==> src/rtl/read_burst_arbiter.sv <==
// read_burst_arbiter: round-robin sharing of one AXI4 read-address channel among NUM_CH read-FIFO controllers.
// Optional watchdog on the ADDR/DATA phases: define RD_ARB_TIMEOUT_EN (limit given by TIMEOUT).
module read_burst_arbiter #(
    parameter int NUM_CH  = 2,
    parameter int LSIZE   = 9,
    parameter int IDW     = 3,
    parameter int TIMEOUT = 4096
) (
    input  logic                    clock,
    input  logic                    rst_n,
    input  logic [NUM_CH-1:0]       burst_req,
    input  logic [NUM_CH-1:0]       tail_req,
    input  logic [NUM_CH*LSIZE-1:0] req_len,
    output logic [NUM_CH-1:0]       resp,
    output logic [NUM_CH-1:0]       done,
    output logic                    m_arvalid,
    input  logic                    m_arready,
    output logic [7:0]              m_arlen,
    output logic [IDW-1:0]          m_arid,
    input  logic                    r_beat,
    input  logic                    r_last,
    output logic [IDW-1:0]          grant_ch,
    output logic                    busy,
    output logic [2:0]              err_flags
);

    typedef enum logic [2:0] {
        ST_IDLE  = 3'd0,
        ST_ADDR  = 3'd1,
        ST_DATA  = 3'd2,
        ST_ZRESP = 3'd3,
        ST_DONE  = 3'd4
    } state_t;

    if ((NUM_CH < 1) || (NUM_CH > 8) || ((1 << IDW) < NUM_CH) || (TIMEOUT < 1)) begin : g_bad_cfg
        $error("read_burst_arbiter: illegal parameter combination");
    end

    function automatic logic [NUM_CH-1:0] ch_onehot(input logic [IDW-1:0] ch);
        return NUM_CH'(1'b1) << ch;
    endfunction

    // Returns {valid, channel}: first requester at or after rr, wrapping.
    function automatic logic [IDW:0] pick_next(input logic [NUM_CH-1:0] req, input logic [IDW-1:0] rr);
        logic [2*NUM_CH-1:0] dbl;
        int                  off;
        int                  tmp;
        dbl = {req, req} >> rr;
        off = 0;
        for (int i = NUM_CH - 1; i >= 0; i--) begin
            if (dbl[i]) begin
                off = i;
            end else begin
                off = off;
            end
        end
        tmp = int'(rr) + off;
        if (tmp >= NUM_CH) begin
            tmp = tmp - NUM_CH;
        end else begin
            tmp = tmp;
        end
        return {|req, IDW'(tmp)};
    endfunction

    // Lengths above one AXI4 burst are clamped to 256 beats.
    function automatic logic [8:0] clamp_len(input logic [LSIZE-1:0] len);
        if (32'(len) > 32'd256) begin
            return 9'd256;
        end else begin
            return 9'(len);
        end
    endfunction

    state_t              state_q, state_d;
    logic [IDW-1:0]      ch_q, ch_d;
    logic [IDW-1:0]      rr_q, rr_d;
    logic [8:0]          len_q, len_d;
    logic [8:0]          beat_q, beat_d;
    logic                arvalid_q, arvalid_d;
    logic [7:0]          arlen_q, arlen_d;
    logic [NUM_CH-1:0]   done_q, done_d;
    logic                zresp_q, zresp_d;
    logic                busy_q, busy_d;
    logic [2:0]          err_q, err_d;

    logic [IDW:0]        pick_s;
    logic                sel_vld_s;
    logic [IDW-1:0]      sel_ch_s;
    logic [LSIZE-1:0]    sel_len_raw_s;
    logic [8:0]          sel_len_s;
    logic                hs_s;

`ifdef RD_ARB_TIMEOUT_EN
    localparam int WDW = $clog2(TIMEOUT + 1);
    logic [WDW-1:0]      wd_q, wd_d;
`endif

    // Next-state and next-output computation for the arbiter FSM.
    always_comb begin
        pick_s        = pick_next(burst_req | tail_req, rr_q);
        sel_vld_s     = pick_s[IDW];
        sel_ch_s      = pick_s[IDW-1:0];
        sel_len_raw_s = LSIZE'(req_len >> (int'(sel_ch_s) * LSIZE));
        sel_len_s     = clamp_len(sel_len_raw_s);
        hs_s          = arvalid_q & m_arready;

        state_d   = state_q;
        ch_d      = ch_q;
        rr_d      = rr_q;
        len_d     = len_q;
        beat_d    = beat_q;
        arvalid_d = arvalid_q;
        arlen_d   = arlen_q;
        done_d    = '0;
        zresp_d   = 1'b0;
        busy_d    = busy_q;
        err_d     = err_q;
`ifdef RD_ARB_TIMEOUT_EN
        wd_d      = wd_q;
`endif

        case (state_q)
            ST_IDLE: begin
                if (sel_vld_s) begin
                    ch_d   = sel_ch_s;
                    len_d  = sel_len_s;
                    rr_d   = (sel_ch_s == IDW'(NUM_CH - 1)) ? '0 : sel_ch_s + IDW'(1);
                    beat_d = 9'd0;
                    busy_d = 1'b1;
`ifdef RD_ARB_TIMEOUT_EN
                    wd_d   = '0;
`endif
                    if (32'(sel_len_raw_s) > 32'd256) begin
                        err_d[0] = 1'b1;
                    end else begin
                        err_d[0] = err_q[0];
                    end
                    // Zero-length requests are acknowledged without touching the bus.
                    if (sel_len_s == 9'd0) begin
                        state_d = ST_ZRESP;
                        zresp_d = 1'b1;
                    end else begin
                        state_d   = ST_ADDR;
                        arvalid_d = 1'b1;
                        arlen_d   = 8'(sel_len_s - 9'd1);
                    end
                end else begin
                    state_d = ST_IDLE;
                end
            end
            ST_ADDR: begin
                if (hs_s) begin
                    arvalid_d = 1'b0;
                    state_d   = ST_DATA;
                end else begin
                    state_d = ST_ADDR;
                end
            end
            ST_DATA: begin
                if (r_beat) begin
                    beat_d = beat_q + 9'd1;
                    if (r_last) begin
                        state_d = ST_DONE;
                        done_d  = ch_onehot(ch_q);
                        if ((beat_q + 9'd1) != len_q) begin
                            err_d[1] = 1'b1;
                        end else begin
                            err_d[1] = err_q[1];
                        end
                    end else begin
                        state_d = ST_DATA;
                    end
                end else begin
                    state_d = ST_DATA;
                end
            end
            ST_ZRESP: begin
                state_d = ST_DONE;
                done_d  = ch_onehot(ch_q);
            end
            ST_DONE: begin
                state_d = ST_IDLE;
                busy_d  = 1'b0;
            end
            default: begin
                state_d   = ST_IDLE;
                arvalid_d = 1'b0;
                busy_d    = 1'b0;
            end
        endcase

`ifdef RD_ARB_TIMEOUT_EN
        // Watchdog: a handshake or last beat in the final cycle still wins.
        if (((state_q == ST_ADDR) && !hs_s) || ((state_q == ST_DATA) && !(r_beat && r_last))) begin
            wd_d = wd_q + WDW'(1);
            if (wd_q == WDW'(TIMEOUT - 1)) begin
                state_d   = ST_DONE;
                arvalid_d = 1'b0;
                done_d    = ch_onehot(ch_q);
                err_d[2]  = 1'b1;
            end else begin
                err_d[2] = err_q[2];
            end
        end else begin
            wd_d = wd_d;
        end
`endif
    end

    // State and output registers; reset aborts any transaction silently.
    always_ff @(posedge clock) begin
        if (!rst_n) begin
            state_q   <= ST_IDLE;
            ch_q      <= '0;
            rr_q      <= '0;
            len_q     <= 9'd0;
            beat_q    <= 9'd0;
            arvalid_q <= 1'b0;
            arlen_q   <= 8'd0;
            done_q    <= '0;
            zresp_q   <= 1'b0;
            busy_q    <= 1'b0;
            err_q     <= 3'b000;
`ifdef RD_ARB_TIMEOUT_EN
            wd_q      <= '0;
`endif
        end else begin
            state_q   <= state_d;
            ch_q      <= ch_d;
            rr_q      <= rr_d;
            len_q     <= len_d;
            beat_q    <= beat_d;
            arvalid_q <= arvalid_d;
            arlen_q   <= arlen_d;
            done_q    <= done_d;
            zresp_q   <= zresp_d;
            busy_q    <= busy_d;
            err_q     <= err_d;
`ifdef RD_ARB_TIMEOUT_EN
            wd_q      <= wd_d;
`endif
        end
    end

    // resp must coincide with the AR handshake, so it is decoded from registered state and m_arready.
    assign resp      = (zresp_q | hs_s) ? ch_onehot(ch_q) : '0;
    assign done      = done_q;
    assign m_arvalid = arvalid_q;
    assign m_arlen   = arlen_q;
    assign m_arid    = ch_q;
    assign grant_ch  = ch_q;
    assign busy      = busy_q;
    assign err_flags = err_q;

endmodule

==> config.mk <==
export PLATFORM = sky130hd
export DESIGN_NAME = read_burst_arbiter
export DESIGN_NICKNAME = d
export VERILOG_FILES = /design/src/rtl/read_burst_arbiter.sv
export SDC_FILE = /design/constraint.sdc
export NUM_CORES = 1
export LEC_CHECK = 0
export CORE_UTILIZATION = 47
export DETAILED_ROUTE_END_ITERATION = 8
export PLACE_DENSITY = 0.85
export SETUP_SLACK_MARGIN = 0.4
export SLEW_MARGIN = 20
export SYNTH_ARGS = -nofsm -noshare
export SYNTH_HDL_FRONTEND = slang
export SYNTH_SLANG_ARGS = --single-unit
==> constraint.sdc <==
create_clock -name clock -period 3.24 [get_ports clock]
set_clock_uncertainty 0.2 [all_clocks]
set_input_delay 0.324 -clock clock [delete_from_list [all_inputs] [get_ports clock]]
set_output_delay 0.324 -clock clock [all_outputs]
set_load 0.01 [all_outputs]
# Word-level counts from Yosys, hierarchy flattened
# Cells that the tools add are included.
word_totals:
  ff_bits: 42
  in_bits: 27
  output_inout_bits: 23
  wordCells: 78
op_classes:
  addsub: 5
  mul: 1
  order_cmp: 2
  eq_ne: 10
  n_shift: 3
  n_mux: 25
  bitwise: 6
  reduce_logical: 14
op_table:
  columns: ["cell", "count"]
  rows:
  - ["4-bit by 32-bit adder with 32-bit output", 1]
  - ["32-bit by 3-bit greater-or-equal comparator with 1-bit output (second input constant)", 1]
  - ["32-bit 2-to-1 mux", 1]
  - ["9-bit 2-to-1 mux", 3]
  - ["9-bit one-hot mux with 2 select lines", 1]
  - ["18-bit by 7-bit >> shifter with 9-bit output", 1]
  - ["3-bit 2-to-1 mux", 5]
  - ["3-bit one-hot mux with 4 select lines", 1]
  - ["3-bit AND reduction", 4]
  - ["2-bit 2-to-1 mux", 5]
  - ["9-bit by 1-bit adder with 9-bit output (second input constant)", 1]
  - ["9-bit > comparator (second input constant)", 1]
  - ["9-bit logical NOT", 1]
  - ["9-bit inequality test", 1]
  - ["2-bit inequality test (second input constant)", 4]
  - ["4-bit AND reduction", 2]
  - ["8-bit by 1-bit subtractor with 8-bit output (second input constant)", 1]
  - ["3-bit by 4-bit multiplier with 7-bit output (second input constant)", 1]
  - ["3-bit by 1-bit equality test with 1-bit output (second input constant)", 2]
  - ["3-bit by 2-bit equality test with 1-bit output (second input constant)", 2]
  - ["1-bit 2-to-1 mux", 6]
  - ["3-bit OR reduction", 2]
  - ["2-bit one-hot mux with 2 select lines", 1]
  - ["2-bit AND reduction", 2]
  - ["other kinds (14)", 16]

# Logic depth before layout (Yosys ltp)
logic_depth:
  ltp_word: 15
  depth_mapped: 16
  mapped_depth_nobuf: 14

# Worst setup path after synthesis
# No wires, ideal clock.
synth_timing:
  kind: "input to register"
  startpoint: "input port tail_req[0]"
  endpoint: "register arlen_q[4] (netlist: m_arlen[4])"
  setup_ps: 121
  arrival_ps: 3231
  required_time_ps: 2919
  slack_ps: -312
  cell_stages: 14
  path_buffers: 4
  cell_sequence: "or4_1 a21oi_1 ha_1 buf_6 clkbuf_1 clkbuf_1 mux2_2 nand2_1 ha_1 o21ai_0 o221a_2 buf_2 o21ai_0 a21oi_1"
synth_between:
  elab_chain_cells: 14
  word_cells_on_any_way: 17
  cone_classes: "add/sub: 3; mul: 1; order compare: 2; shift: 2; mux: 4; bitwise: 2; reduce/logical: 3"
synth_rtl:
  columns: ["element", "line_no", "source"]
  rows:
  - ["from (decl)", "12", "input logic [NUM_CH-1:0] tail_req,"]
  - ["2-bit OR (*)", "101", "pick_s = pick_next(burst_req | tail_req, rr_q);"]
  - ["4-bit by 3-bit >> shifter with 2-bit output (*)", "48", "dbl = {req, req} >> rr;"]
  - ["1-bit 2-to-1 mux", "51", "if (dbl[i]) begin"]
  - ["32-bit 2-to-1 mux (*)", "51", null]
  - ["4-bit by 32-bit adder with 32-bit output (*)", "57", "tmp = int'(rr) + off;"]
  - ["32-bit by 3-bit greater-or-equal comparator with 1-bit output or 3-bit subtractor (tied branches)", "58, 59", null]
  - ["3-bit 2-to-1 mux (*)", "58", "if (tmp >= NUM_CH) begin"]
  - ["net pick_s[0]", "87", "logic [IDW:0] pick_s;"]
  - ["3-bit by 4-bit multiplier with 7-bit output (*)", "104", "sel_len_raw_s = LSIZE'(req_len >> (int'(sel_ch_s) * LSIZE));"]
  - ["18-bit by 7-bit >> shifter with 9-bit output (*)", "104", null]
  - ["9-bit > comparator", "68", "if (32'(len) > 32'd256) begin"]
  - ["9-bit 2-to-1 mux (*)", "68", null]
  - ["branches (longest 3 deep; another with 8-bit by 1-bit subtractor with 8-bit output)", null, null]
  - ["to (signal assigned)", "235", "arlen_q <= arlen_d;"]
  - ["to (decl)", "81", "logic [7:0] arlen_q, arlen_d;"]
# Mark *: on every way through the listed nets, which the timed path passes.
# A chain may end at the register's enable or synchronous reset.

# Worst setup path in the final report
layout_timing:
  startpoint: "register rr_q[1]"
  endpoint: "register arlen_q[7] (netlist: m_arlen[7])"
layout_between:
  elab_chain_cells: 13
  word_cells_on_any_way: 15
  cone_classes: "add/sub: 3; mul: 1; order compare: 2; shift: 2; mux: 4; bitwise: 1; reduce/logical: 2"
layout_rtl:
  columns: ["element", "line_no", "source"]
  rows:
  - ["from (decl)", "77", "logic [IDW-1:0] rr_q, rr_d;"]
  - ["from (signal assigned)", "231", "rr_q <= rr_d;"]
  - ["4-bit by 3-bit >> shifter with 2-bit output", "48", null]
  - ["1-bit 2-to-1 mux", "51", null]
  - ["32-bit 2-to-1 mux", "51", null]
  - ["4-bit by 32-bit adder with 32-bit output (*)", "57", null]
  - ["32-bit by 3-bit greater-or-equal comparator with 1-bit output or 3-bit subtractor (tied branches)", "58, 59", null]
  - ["3-bit 2-to-1 mux (*)", "58", null]
  - ["3-bit by 4-bit multiplier with 7-bit output (*)", "104", null]
  - ["18-bit by 7-bit >> shifter with 9-bit output (*)", "104", null]
  - ["9-bit > comparator", "68", null]
  - ["9-bit 2-to-1 mux (*)", "68", null]
  - ["branches (longest 3 deep; another with 8-bit by 1-bit subtractor with 8-bit output)", null, null]
# Mark *: on every way between the ends.

==> out/metrics.csv <==
metric;value;unit
outcome;finished clean;
Post-synth ARST share;0;%
most frequent cells in the layout;clkdlybuf4s50_1, buf_4, dfxtp_1, nor2_1, a21oi_1;
CTS tree;built;
Synth Warn #;0;
data required time of the worst path;3.26;ns
adder-cell share of the synthesized area;2.52;%
clock sink total;42;
Die Ht;74.6;µm
Slew HR;26.5;%
vias in the first global route;2511;
largest net degree at the start of global routing;33;
CP Cell Sequence;inv_1 -> o2111ai_2 -> a21oi_4 -> ha_4 -> ha_4 -> buf_4 -> nor2_1 -> a21oi_4 -> nor3_4 -> inv_2 -> ha_4 -> o21ai_4 -> o221a_4 -> o21ai_1 -> a31oi_1;
CTS Root Cell;clkbuf_8;
maximum vdd ir drop;0.000264;V
CP most frequent cell;ha_4;
fin cells;467;
complex-gate fraction of the synthesized area;23.9;%
initial antenna violation count;0;
grt ovf;0;
Vias/cell;6.14;
DP Area;0.00331;mm²
ys flop type;dfxtp_1;
Slew Viols, Final;0;
Post-Route WL;7910;µm
min Tclk post-route;3.07;ns
RSZ-0062 raised after global routing;true;
Setup Crit Path Kind;reg2reg;
P&R area growth vs syn;47.5;%
XOR/XNOR share of the synthesized area;5.65;%
die extent in x;74.6;µm
syn nets;346;
mux share of post-synthesis cell area;4.59;%
Via Count;2869;
htree depth;2;
io pins;50;
GRT Total Usage;27.2;%
Final period util;94.6;%
First DRT Iteration DRCs;197;
Mean Syn Cell Area;7.90;µm²
CP arrival;3.09;ns
post-route design area;0.00366;mm²
Hold Buf Count CTS;0;
total CTS buffers;5;
CP max FO;6;
HPWL after DPL;5130;µm
Final ANT Viol Nets;0;
Post-Synth Simple-Gate Area;24.3;%
Routability Congestion;0.884;
PortBufs;48;
nets;428;
worst-case clock buffer depth;2;
# fillers;361;
Die ar.;0.00557;mm²
Antenna Cells;0;
Leak;0.00140;µW
slowest CP cell;dfxtp_1;
DRC viols;0;
core area;0.00511;mm²
endpoints failing hold;0;
Final setup viols;0;
Tightest Pin Transition;1.10;ns
DR pass1 iterations;5;
Worst-path clk slew;0.09;ns
drt wl/cell;16.9;µm
post-synthesis cell count;314;
number of enable flip-flop cells after synthesis;0;
insertion delay to the later sink of the worst-skew pair;0.30;ns
Slowest Stage Delay on Critical Path;0.49;ns
sequential fraction of the synthesis area;33.9;%
Worst setup EP type;flip-flop;
Placed Cells incl. Taps;446;
Mapped Area;0.00248;mm²
Setup crit start kind;flip-flop;
largest family of logic cells by synthesized area;simple AND/OR/NAND/NOR gates;
layout cells sized above 1;23.9;%
global-route wire length before repair;11600;µm
f_max;326;MHz
FF+latch count, synth;42;
PwrDens;498;mW/mm²
initial core utilization;48.6;%
most common cell after layout, fill and taps aside;clkdlybuf4s50_1;
Max-Cap Viols;0;
row count;26;
Synth cell types;57;
Min-Delay Path Class;reg2reg;
==> per-layer routing <==
| metal | vias up | share of wire, % | GRT usage (%) |
|---|---|---|---|
| li1 | 1324 | - | - |
| met1 | 1378 | 42 | 32.6 |
| met2 | 131 | 49 | 46.6 |
| met3 | 36 | 5.9 | 5.62 |
| met4 | 0 | 3.7 | 12.6 |
| met5 | - | 0 | 0 |
==> registers in the layout (all words and copies together), names as in the netlist <==
register / cells
grant_ch: 3
done: 2
err_flags: 2
beat_q: 9
m_arlen: 8
busy: 1
zresp_q: 1
m_arvalid: 1
len_q: 9
rr_q: 3
state_q: 3
==> cells in the mapped netlist, drive strengths merged (4+ instances only) <==
master	count	area, µm²
a21oi	32	160
dfxtp	42	841
nor2	44	165
inv	8	30.0
o21ai	17	85.1
a31oi	4	25.0
nand2	20	75.1
xnor2	10	87.6
a21o	4	30.0
or3	4	25.0
nand3	8	40.0
a211oi	4	30.0
ha	5	62.6
nor3	8	40.0
or4	5	41.3
mux2i	8	80.1
clkbuf	13	48.8
buf	6	46.3
and2	5	31.3
a22oi	6	45.0
nor4	6	37.5
xor2	6	52.6
==> what timing repair did <==
| action | 4_1_cts | 5_1_grt |
|---|---|---|
| gates resized for setup | 25 | 23 |
| pin swaps | 15 | 18 |
| buffers inserted | 5 | 6 |
| cloned | 2 | 0 |
| setup endpoints to repair | 18 | 18 |
==> critical path: cells and delay by family, from the launching register on <==
family	cells	cell delay [ns]
DFF	1	0.49
adders and majority gates	3	0.52
and+or+nand+nor	2	0.47
buffers and inverters	3	0.33
AOI/OAI and AO/OA	7	0.98
==> path summary, 6_finish.rpt <==
| check | endpoint | slack [ns] | cells past startpoint | start |
|---|---|---|---|---|
| setup / recovery | m_arlen[7] | 0.17 | 15 | rr_q[1] |
| hold reg to reg | len_q[1] | 0.27 | 2 | len_q[1] |
| setup reg to reg | m_arlen[7] | 0.17 | 15 | rr_q[1] |
| hold / removal | len_q[1] | 0.27 | 2 | len_q[1] |
==> report_power, final <==
group	leakage, µW	total, µW	switching (µW)	internal (µW)
clock network	0.0000514	417	187	230
registers	0.000344	616	47.4	569
logic	0.00100	789	387	402
==> logic make-up after synthesis <==
family / count (synthesis)
other: 1
AND/OR/NAND/NOR: 120
flip-flops: 42
adder cells (fa/ha/maj): 5
buffers and inverters: 27
XOR/XNOR: 16
multiplexers: 11
AO/OA/AOI/OAI: 92
==> per-stage QoR <==
stage	setup TNS [ns]	hold WS [ns]	util [%]	power, µW	setup slack [ns]
6_report	0	0.274	71.6	1820	0.174
5_1_grt	0	0.304	71.6	1900	0.0877
4_1_cts	0	0.272	69.8	1750	0.198
3_5_place_dp	-5.82	0.253	64.7	1260	-0.425
3_3_place_gp	-4.80	0.253	64.7	1250	-0.364
2_1_floorplan	0	0.242	-	1040	0.0840
==> area by class of cell <==
cell class | count | area (µm²) | share of cell area (%)
Clock inverter | 2 | 37.5 | 1.03
Multi-Input combinational cell | 247 | 1780 | 48.6
Tap cell | 70 | 87.6 | 2.39
Timing Repair Buffer | 92 | 806 | 22.0
Sequential cell | 42 | 845 | 23.1
Inverter | 8 | 32.5 | 0.889
Clock buffer | 6 | 72.6 | 1.98
Note: power is estimated with default switching activity, not from simulation.
